$ cat src/rtl/sec_tick_ctrl_pkg.sv
// rtl/sec_tick_ctrl_pkg.sv - mode encodings, default rates and counter width helper
package sec_tick_ctrl_pkg;

  typedef enum logic {
    MODE_RUN = 1'b0,
    MODE_SET = 1'b1
  } mode_t;

`ifdef SIM
  localparam int DEF_CLK_HZ       = 10;
  localparam int DEF_DEBOUNCE_CYC = 4;
  localparam int DEF_REPEAT_DLY   = 20;
  localparam int DEF_REPEAT_PER   = 5;
`else
  localparam int DEF_CLK_HZ       = 50_000_000;
  localparam int DEF_DEBOUNCE_CYC = 1_000_000;
  localparam int DEF_REPEAT_DLY   = 25_000_000;
  localparam int DEF_REPEAT_PER   = 5_000_000;
`endif

  // Width of a counter that spans 0..n-1, never narrower than one bit.
  function automatic int cnt_w(input int n);
    return (n <= 1) ? 1 : $clog2(n);
  endfunction

endpackage

$ cat src/rtl/sec_tick_ctrl_debounce.sv
// rtl/sec_tick_ctrl_debounce.sv - button synchroniser, stability counter and rise pulse
module btn_debounce
  import sec_tick_ctrl_pkg::*;
#(
  parameter int DEBOUNCE_CYC = DEF_DEBOUNCE_CYC
) (
  input  logic clk,
  input  logic rst,
  input  logic raw,
  output logic level,
  output logic rise
);

  localparam int            CW      = cnt_w(DEBOUNCE_CYC);
  localparam logic [CW-1:0] CNT_MAX = CW'(DEBOUNCE_CYC - 1);

  logic          sync1;
  logic          sync2;
  logic [CW-1:0] cnt;

  always_ff @(posedge clk) begin
    if (rst) begin
      sync1 <= 1'b0;
      sync2 <= 1'b0;
      cnt   <= '0;
      level <= 1'b0;
      rise  <= 1'b0;
    end else begin
      sync1 <= raw;
      sync2 <= sync1;
      rise  <= 1'b0;
      // rise is registered alongside level so both change on the same edge
      if (sync2 == level) begin
        cnt <= '0;
      end else if (cnt == CNT_MAX) begin
        cnt   <= '0;
        level <= sync2;
        rise  <= sync2;
      end else begin
        cnt <= cnt + CW'(1);
      end
    end
  end

endmodule

$ cat src/rtl/sec_tick_ctrl.sv
// rtl/sec_tick_ctrl.sv - 1 Hz prescaler, RUN/SET mode FSM and incr/dcr auto-repeat
module sec_tick_ctrl
  import sec_tick_ctrl_pkg::*;
#(
  parameter int CLK_HZ       = DEF_CLK_HZ,
  parameter int DEBOUNCE_CYC = DEF_DEBOUNCE_CYC,
  parameter int REPEAT_DLY   = DEF_REPEAT_DLY,
  parameter int REPEAT_PER   = DEF_REPEAT_PER
) (
  input  logic clk,
  input  logic rst,
  input  logic btn_mode,
  input  logic btn_up,
  input  logic btn_dn,
  output logic sec_en,
  output logic incr,
  output logic dcr,
  output logic set_mode
);

  localparam int            PW       = cnt_w(CLK_HZ);
  localparam int            TW       = cnt_w((REPEAT_DLY > REPEAT_PER) ? REPEAT_DLY : REPEAT_PER);
  localparam logic [PW-1:0] PCNT_MAX = PW'(CLK_HZ - 1);
  localparam logic [TW-1:0] DLY_LAST = TW'(REPEAT_DLY - 1);
  localparam logic [TW-1:0] PER_LAST = TW'(REPEAT_PER - 1);

  logic mode_level, mode_rise;
  logic up_level, up_rise;
  logic dn_level, dn_rise;

  btn_debounce #(.DEBOUNCE_CYC(DEBOUNCE_CYC)) u_db_mode (
    .clk(clk), .rst(rst), .raw(btn_mode), .level(mode_level), .rise(mode_rise)
  );
  btn_debounce #(.DEBOUNCE_CYC(DEBOUNCE_CYC)) u_db_up (
    .clk(clk), .rst(rst), .raw(btn_up), .level(up_level), .rise(up_rise)
  );
  btn_debounce #(.DEBOUNCE_CYC(DEBOUNCE_CYC)) u_db_dn (
    .clk(clk), .rst(rst), .raw(btn_dn), .level(dn_level), .rise(dn_rise)
  );

  mode_t         mode;
  logic [PW-1:0] pcnt;

  always_ff @(posedge clk) begin
    if (rst) begin
      mode   <= MODE_RUN;
      pcnt   <= '0;
      sec_en <= 1'b0;
    end else begin
      if (mode_rise && mode_level) begin
        mode <= (mode == MODE_RUN) ? MODE_SET : MODE_RUN;
      end
      // Holding the count at 0 in SET makes the first tick after SET->RUN land a full period later
      if (mode == MODE_SET) begin
        pcnt   <= '0;
        sec_en <= 1'b0;
      end else begin
        sec_en <= (pcnt == PCNT_MAX);
        pcnt   <= (pcnt == PCNT_MAX) ? '0 : pcnt + PW'(1);
      end
    end
  end

  assign set_mode = (mode == MODE_SET);

  // Channel 0 drives incr from up, channel 1 drives dcr from down.
  logic [1:0] key_lvl, key_rise, key_other, key_pulse;

  assign key_lvl   = {dn_level, up_level};
  assign key_rise  = {dn_rise, up_rise};
  assign key_other = {up_level, dn_level};

  for (genvar g = 0; g < 2; g++) begin : g_key
    logic          act;
    logic          rpt;
    logic          pulse;
    logic [TW-1:0] tmr;

    always_ff @(posedge clk) begin
      if (rst) begin
        act   <= 1'b0;
        rpt   <= 1'b0;
        pulse <= 1'b0;
        tmr   <= '0;
      end else begin
        pulse <= 1'b0;
        // Only a fresh rising edge can re-arm a channel once it has been cancelled
        if (mode != MODE_SET || !key_lvl[g] || key_other[g]) begin
          act <= 1'b0;
          rpt <= 1'b0;
          tmr <= '0;
        end else if (key_rise[g]) begin
          pulse <= 1'b1;
          act   <= 1'b1;
          rpt   <= 1'b0;
          tmr   <= '0;
        end else if (act) begin
          if (tmr == (rpt ? PER_LAST : DLY_LAST)) begin
            pulse <= 1'b1;
            rpt   <= 1'b1;
            tmr   <= '0;
          end else begin
            tmr <= tmr + TW'(1);
          end
        end
      end
    end

    assign key_pulse[g] = pulse;
  end

  assign incr = key_pulse[0];
  assign dcr  = key_pulse[1];

endmodule

$ cat config.mk
export PLATFORM = sky130hd
export DESIGN_NAME = sec_tick_ctrl
export DESIGN_NICKNAME = d
export VERILOG_FILES = /design/src/rtl/sec_tick_ctrl_pkg.sv /design/src/rtl/sec_tick_ctrl_debounce.sv /design/src/rtl/sec_tick_ctrl.sv
export SDC_FILE = /design/constraint.sdc
export NUM_CORES = 1
export LEC_CHECK = 0
export CAP_MARGIN = 10
export CORE_MARGIN = 10
export CORE_UTILIZATION = 35
export DETAILED_ROUTE_END_ITERATION = 10
export GPL_TIMING_DRIVEN = 1
export PLACE_DENSITY = 0.52
export SLEW_MARGIN = 20
export SYNTH_ARGS = -nofsm -noshare
export SYNTH_HDL_FRONTEND = slang
export SYNTH_SLANG_ARGS = --single-unit
$ cat constraint.sdc
create_clock -name clk -period 2.6 [get_ports clk]
set_clock_uncertainty 0.15 [all_clocks]
set_input_delay 0.65 -clock clk [delete_from_list [all_inputs] [get_ports clk]]
set_output_delay 0.65 -clock clk [all_outputs]
set_load 0.01 [all_outputs]
After elaboration in Yosys (flattened, before gate mapping). Cells that the tools add are included.

Register bits after elaboration: 156. Output and inout bits: 4. Word-level logic and storage cells: 83.

Add/sub/neg operators: 6. Equality and inequality tests: 9. Muxes and demuxes: 11. Bitwise logic cells: 7. Reductions and logical operators: 24.

Operators with widths (number): 25-bit 2-to-1 mux (4); 20-bit by 1-bit adder with 20-bit output (second input constant) (3); 20-bit equality test (second input constant) (3); 25-bit by 1-bit adder with 25-bit output (second input constant) (2); 25-bit equality test (2); 3-bit OR reduction (9); 26-bit by 1-bit adder with 26-bit output (second input constant) (1); 26-bit equality test (second input constant) (1); 2-bit AND reduction (5); 1-bit 2-to-1 mux (7); 1-bit inverter (7); 2-bit OR reduction (3); 1-bit logical OR (4); 1-bit equality test (3); 1-bit logical NOT (2); 1-bit logical AND (1).

Longest topological paths before layout. Gate-level depths: netlist of run 1.

Depth after elaboration: 5. Depth in mapped cells: 8. Gate-level depth less buffers: 6.

By module. Synthesis of run 1 repeated with hierarchy kept, for this count alone.

Cell total of the unflattened synthesis: 825. Area, all modules: 7334.5 um^2.

Modules (own cells, without submodules): sec_tick_ctrl (instances 1, cells an instance 456, area an instance 4095.2 um^2, sequential area each 1681.6 um^2); btn_debounce (instances 3, cells an instance 123, area an instance 1079.8 um^2, sequential area each 480.5 um^2).

Least setup slack after synthesis of run 1. OpenSTA, ideal clock, no wires.

Path type: reg2reg. From: register g_key[0].tmr[12]. To: register g_key[0].tmr[14]. Setup time: 0.115 ns. Arrival time: 1.660 ns. Data required time: 2.335 ns. Path slack: 0.676 ns. Cell stages (with the launch flop): 8. Buffers on the path: 2. Cell sequence: dfxtp_1 > or4_1 > nor4_1 > o2111a_1 > nand2b_1 > buf_6 > buf_8 > nor2_1.

Longest elaborated chain between the ends: 2.

RTL lines: start, declared (RTL line sec_tick_ctrl.sv:77) `logic [TW-1:0] tmr;`; start signal, assigned (RTL line sec_tick_ctrl.sv:103) `tmr <= tmr + TW'(1);`; 25-bit by 1-bit adder with 25-bit output / 25-bit equality test (equally long branches) (RTL line sec_tick_ctrl.sv:103, sec_tick_ctrl.sv:98); 25-bit 2-to-1 mux (*) (RTL line sec_tick_ctrl.sv:98) `if (tmr == (rpt ? PER_LAST : DLY_LAST)) begin`.

Every way passes the cells marked *; elsewhere a longest branch is shown, timed or not. A chain may end at the register's enable or synchronous reset.

Worst setup path in the final report of run 1.
From: register mode (netlist: set_mode). To: output set_mode.

RTL lines: start, declared (RTL line sec_tick_ctrl.sv:41) `mode_t mode;`; start signal, assigned (RTL line sec_tick_ctrl.sv:51) `mode <= (mode == MODE_RUN) ? MODE_SET : MODE_RUN;`; end, declared (RTL line sec_tick_ctrl.sv:18) `output logic set_mode`.

No word-level cell between the ends.

==> run metrics, run 1 <==
Routed Wire Length=around 13 mm; HPWL Detailed=8.564 mm; ys async rst share=0; Routed WL per cell=approximately 12 um; Antenna Cells=0; kind of critical path=register to output port; Max clock buf depth=2; fin crit period=between 2 and 2.5 ns; Total GRT Usage=0.1024; Mapped Nets=796; Syn Std Cell Area=between 6000 and 7000 um^2; DIE HEIGHT=about 160 um; first-pass GRT wire length=about 22 mm; period utilization=0.8795; Worst Max-Slew Pin Slew=~0.73 ns; DRC errors left=0; Area contributors post-synth=dfxtp_1 (46%), xor2_1 (9.7%), nor2_1 (9.2%); gpl congestion=0.7510; syn avg cell area=between 8 and 9 um^2; count of input and output buffers=8; pre-CTS WS=roughly 0.29 ns; Synth area leader=dfxtp_1; DP Cell Count=1046; critical path, cell by cell=clkdlybuf4s50_1; Pleak=about 2.5 nW; share of cells above drive strength 1=0.06034; Crit path required time=1.80 ns; setup TNS=0 ns; Fmax=0.4373 GHz; full die area=around 26000 um^2; hold_sp=u_db_mode.sync1$_SDFF_PP0_; Arrival @ worst endpoint=between 1 and 1.5 ns; final net count=811; Routed Antenna Nets=0; Root Driver=clkbuf_16; most frequent cells in the layout=nor2_1 (168), dfxtp_1 (156), xor2_1 (76); CTS tree=done; setup repair after global routing missed its margin=false; Ys Warns=0; Slew Limit Headroom=0.5078; Most used DFF post-synth=dfxtp_1; die width=~160 um; area delta synth->final=13.95%; share of the synthesized area in the top cell type=0.4564; clock sinks=about 160; Iter 0 DRT Violations=138; worst skew pair latency=0.42 ns; Post-Synthesis Cells=a little under 800; Via density=roughly 4.7; row cnt=approximately 50; status=finished, final reports clean; commonest non-fill, non-tap cell in the layout=nor2_1; largest net degree at the start of global routing=26; Final Util=0.4033; CP Buf/Inv Count=1; Initial Util=0.3539; setup bufs post-CTS=0; final worst setup slack=roughly 0.31 ns; Final Cell Area=about 8000 um^2; Crit. End Element=output port; Worst Hold Class=register to register; maximum resistive drop on vdd=0.0004757 V; max cap viols=0; initial antenna violation count=0; register area share after synthesis=0.4564; CP max stage delay=0.60 ns; Ports=9; Post-synth EDFFs=0; Synth cell types=45; crit start category=register; Slew Limit Fails=0; H-tree depth=4; fin cells=1077; Post-CTS Hold Buffers=0; Fill cells=roughly 2000; CP Launch Point=set_mode$_SDFFE_PP0P_; Final Setup Violations=0; CTS clk-pin slew, worst paths=roughly 0.060 ns; critical path peak fanout=6; via count=between 5000 and 6000; Initial DRT Pass Iterations=4; vias in the first global route=4862; Hold Violations, Final=0; Core Area=around 19000 um^2; critical path's slowest cell=clkdlybuf4s50_1; Num CTS Buffers=17; GRT Residual Overflow=0; pwr/cell area=about 630 nW/um^2; post-CTS resize count=0; FF+latch count, synth=156; Crit path max-delay family=buffers and inverters; R2R Path Start=g_key[0].tmr[12]$_SDFFE_PP0P_; DP Area=between 7000 and 8000 um^2
[synth_stat cells (2+ instances only)]
master      n
or3_1      10
buf_4       4
nor4b_1     9
nor2_1    168
or4_1       4
nor3_1     22
nand2b_1    3
nand2_1    62
buf_2      10
ha_1        6
mux2i_1     5
xor2_1     76
nand3_1    52
and3_1     17
nor4_1     15
nor2b_1     7
o21a_1      2
and2_1      3
and4b_1     2
and4_1     11
nor4_4      2
dfxtp_1   156
nand4_1    38
inv_1       8
buf_8       2
xnor2_1    47
clkbuf_1    8
o21ai_0     7
a21oi_1     9
or4b_1      2
or2_2       2
o2111a_1    3
[registers in the layout, summed over array words and instances (netlist names), 2 cells and up]
signal / count
u_db_up.cnt: 20
u_db_dn.cnt: 20
g_key.tmr: 50
g_key.act: 2
pcnt: 26
u_db_mode.cnt: 20
g_key.rpt: 2
[stage by stage]
step / total power (W) / hold WS, ns
2_1_floorplan: 0.002488 / 0.2638
3_3_place_gp: 0.002505 / 0.2691
3_5_place_dp: 0.002505 / 0.2742
4_1_cts: 0.005026 / 0.2885
5_1_grt: 0.005127 / 0.3135
6_report: 0.004948 / 0.2855
[cell families (layout without fill, tap and decap cells)]
| family | after synthesis | after routing | synth area share |
|---|---|---|---|
| and+or+nand+nor | 438 | 438 | 0.3200 |
| DFF | 156 | 156 | 0.4564 |
| xor gates and xnor gates | 123 | 123 | 0.1574 |
| buffers and inverters | 34 | 61 | 0.02724 |
| AOI/OAI and AO/OA | 23 | 23 | 0.02066 |
| adders and majority gates | 6 | 6 | 0.01097 |
| muxes | 5 | 5 | 0.007314 |
[cell type report]
type / count / area, um^2 / share of cell area
clock buffers: 24 / 481.7 / 0.06178
repair buffers: 22 / 185.2 / 0.02375
well taps: 265 / 331.6 / 0.04252
flip-flops and latches: 156 / 3123 / 0.4005
clock inverters: 7 / 112.6 / 0.01444
inverters: 8 / 30.03 / 0.003851
multi-input cells: 595 / 3533 / 0.4531
[path summary, 6_finish.rpt]
check | endpoint | slack (ns) | cells after the start
min reg2reg | u_db_mode.sync2$_SDFF_PP0_ | 0.29 | 1
max reg2reg | g_key[0].tmr[4]$_SDFFE_PP0P_ | 0.39 | 6
max | set_mode | 0.31 | 1
min | u_db_mode.sync2$_SDFF_PP0_ | 0.29 | 1
[metal layers]
metal	vias to the layer above	share of wire	global-route usage
met2	36	0.45	0.1637
met3	8	0.025	0.02828
li1	2704	-	-
met5	-	0	0
met4	0	0.013	0.04549
met1	2282	0.51	0.1264
[report_power, final]
group / switching [W] / internal (W)
registers: 0.00000703 / 0.00240
logic: 0.0000249 / 0.0000184
clock network: 0.000921 / 0.00158
total: 0.000952 / 0.00400
(Power assumes the default switching activity.)
==> run 2: changes to the inputs <==
Settings changed: GPL_TIMING_DRIVEN 1 to 0, SKIP_LAST_GASP from default to 1.
==> run 2 against run 1 <==
Net effect:
- utilization is 0.16 points higher
- global-route usage increased by 0.24 points
- flip-flop and latch count stayed put
- final cell count rose by 1.0%
- highest routed layer unchanged
==> run metrics, run 2 (synthesis gave the netlist of run 1 again) <==
setup TNS=0 ns; area delta synth->final=14.41%; Hold WS=0.2919 ns; Initial Util=0.3539; critical path's slowest cell=clkdlybuf4s50_1; hold path endpoint=u_db_dn.sync2$_SDFF_PP0_; setup repair after global routing missed its margin=false; FF-to-FF setup slack=between 0.3 and 0.4 ns; pwr/cell area=around 630 nW/um^2; full die area=25540 um^2; CP Launch Point=set_mode$_SDFFE_PP0P_; final net count=822; Max clock buf depth=2; Pleak=around 2.5 nW; HPWL Detailed=8.923 mm; setup bufs post-CTS=0; DRC errors left=0; largest net degree at the start of global routing=17; initial antenna violation count=0; Post-CTS Hold Buffers=0; Crit path max-delay family=buffers and inverters; Largest Register=g_key.tmr; period utilization=0.8740; via count=roughly 5200; hold_sp=u_db_dn.sync1$_SDFF_PP0_; Final Setup Violations=0; max FFs per register=50; H-tree depth=4; Hold Crit Depth=1; R2R Path Start=pcnt[0]$_SDFF_PP0_; Slew Limit Headroom=0.4625; Worst Hold Class=register to register; Iter 0 DRT Violations=181; maximum resistive drop on vdd=roughly 0.00044 V; Via density=4.775; Crit. End Element=output port; gpl congestion=0.7779; final worst setup slack=~0.33 ns; count of input and output buffers=7; kind of critical path=register to output port; Routed WL per cell=roughly 12 um; critical path peak fanout=6; Hold Violations, Final=0; Root Driver=clkbuf_16; Total GRT Usage=0.1048; Ports=9; clock sinks=156; first-pass GRT wire length=approximately 23 mm; fin crit period=~2.3 ns; Routed Antenna Nets=0; CTS tree=done; commonest non-fill, non-tap cell in the layout=nor2_1; pre-CTS WS=about 0.38 ns; vias in the first global route=approximately 5000; status=finished, final reports clean; DIE HEIGHT=around 160 um; Slew Limit Fails=0; Antenna Cells=0; post-CTS resize count=0; Fmax=0.4401 GHz; row cnt=51; most frequent cells in the layout=nor2_1 (168), dfxtp_1 (156), xor2_1 (76); GRT Residual Overflow=0; Arrival @ worst endpoint=around 1.5 ns; crit start category=register; Num CTS Buffers=17; max cap viols=0; Worst R2R End=pcnt[14]$_SDFF_PP0_; Worst Max-Slew Pin Slew=between 0.7 and 0.8 ns; Routed Wire Length=12.91 mm; critical path, cell by cell=clkdlybuf4s50_1; Largest regs=g_key.tmr: 50 flops, pcnt: 26 flops; r2r worst-path depth=8; Crit path required time=around 1.8 ns; worst skew pair latency=~0.43 ns; share of cells above drive strength 1=0.06926; die width=roughly 160 um; CP max stage delay=approximately 0.60 ns; Initial DRT Pass Iterations=4; Fill cells=a little under 2000; CP Buf/Inv Count=1; Core Area=around 19000 um^2; CTS clk-pin slew, worst paths=0.06 ns
-- run 2: layer usage --
layer | vias to the layer above | share of wire | track usage
met3 | 11 | 0.031 | 0.02853
met2 | 50 | 0.44 | 0.1633
li1 | 2729 | - | -
met5 | - | 0 | 0
met1 | 2405 | 0.51 | 0.1363
met4 | 0 | 0.013 | 0.03756
-- run 2: how the worst max path moves through the flow --
| stage | end | slack, ns | cells past startpoint |
|---|---|---|---|
| 2_1_floorplan | g_key[0].tmr[14]$_SDFFE_PP0P_ | 0.68 | 7 |
| 3_3_place_gp | pcnt[10]$_SDFF_PP0_ | 0.36 | 8 |
| 3_5_place_dp | pcnt[15]$_SDFF_PP0_ | 0.38 | 8 |
| 4_1_cts | set_mode | 0.30 | 1 |
| 5_1_grt | pcnt[14]$_SDFF_PP0_ | 0.18 | 6 |
| 6_report | set_mode | 0.33 | 1 |
-- run 2: where the power goes --
group          leakage, nW  internal [W]  switching [W]
Sequential            1.26       0.00240     0.00000680
Combinational        0.962     0.0000172      0.0000261
Clock                0.288       0.00148       0.000977
-- run 2: stage by stage --
step | util | std cells | area, um^2 | total power, W
detailed placement | 0.3747 | 1057 | 7244 | 0.002505
global route | 0.4049 | 1088 | 7829 | 0.005076
floorplan | - | 785 | 6843 | 0.002488
CTS | 0.4049 | 1088 | 7829 | 0.004974
global placement | 0.3747 | 1057 | 7244 | 0.002505
finish | 0.4049 | 1088 | 7829 | 0.004906
-- run 2: layout make-up --
class | count | area (um^2) | share of cell area
multi-input cells | 595 | 3533 | 0.4513
flip-flops and latches | 156 | 3123 | 0.3989
clock buffers | 20 | 466.7 | 0.05961
well taps | 265 | 331.6 | 0.04235
plain buffers | 26 | 156.4 | 0.01998
clock inverters | 11 | 117.6 | 0.01502
repair buffers | 7 | 70.07 | 0.008950
inverters | 8 | 30.03 | 0.003836
==> run 3: changes to the inputs <==
Settings changed: HOLD_SLACK_MARGIN from default to 0.06.
==> results of run 3 <==
Final layout, timing and power as in run 2 (identical DEF).
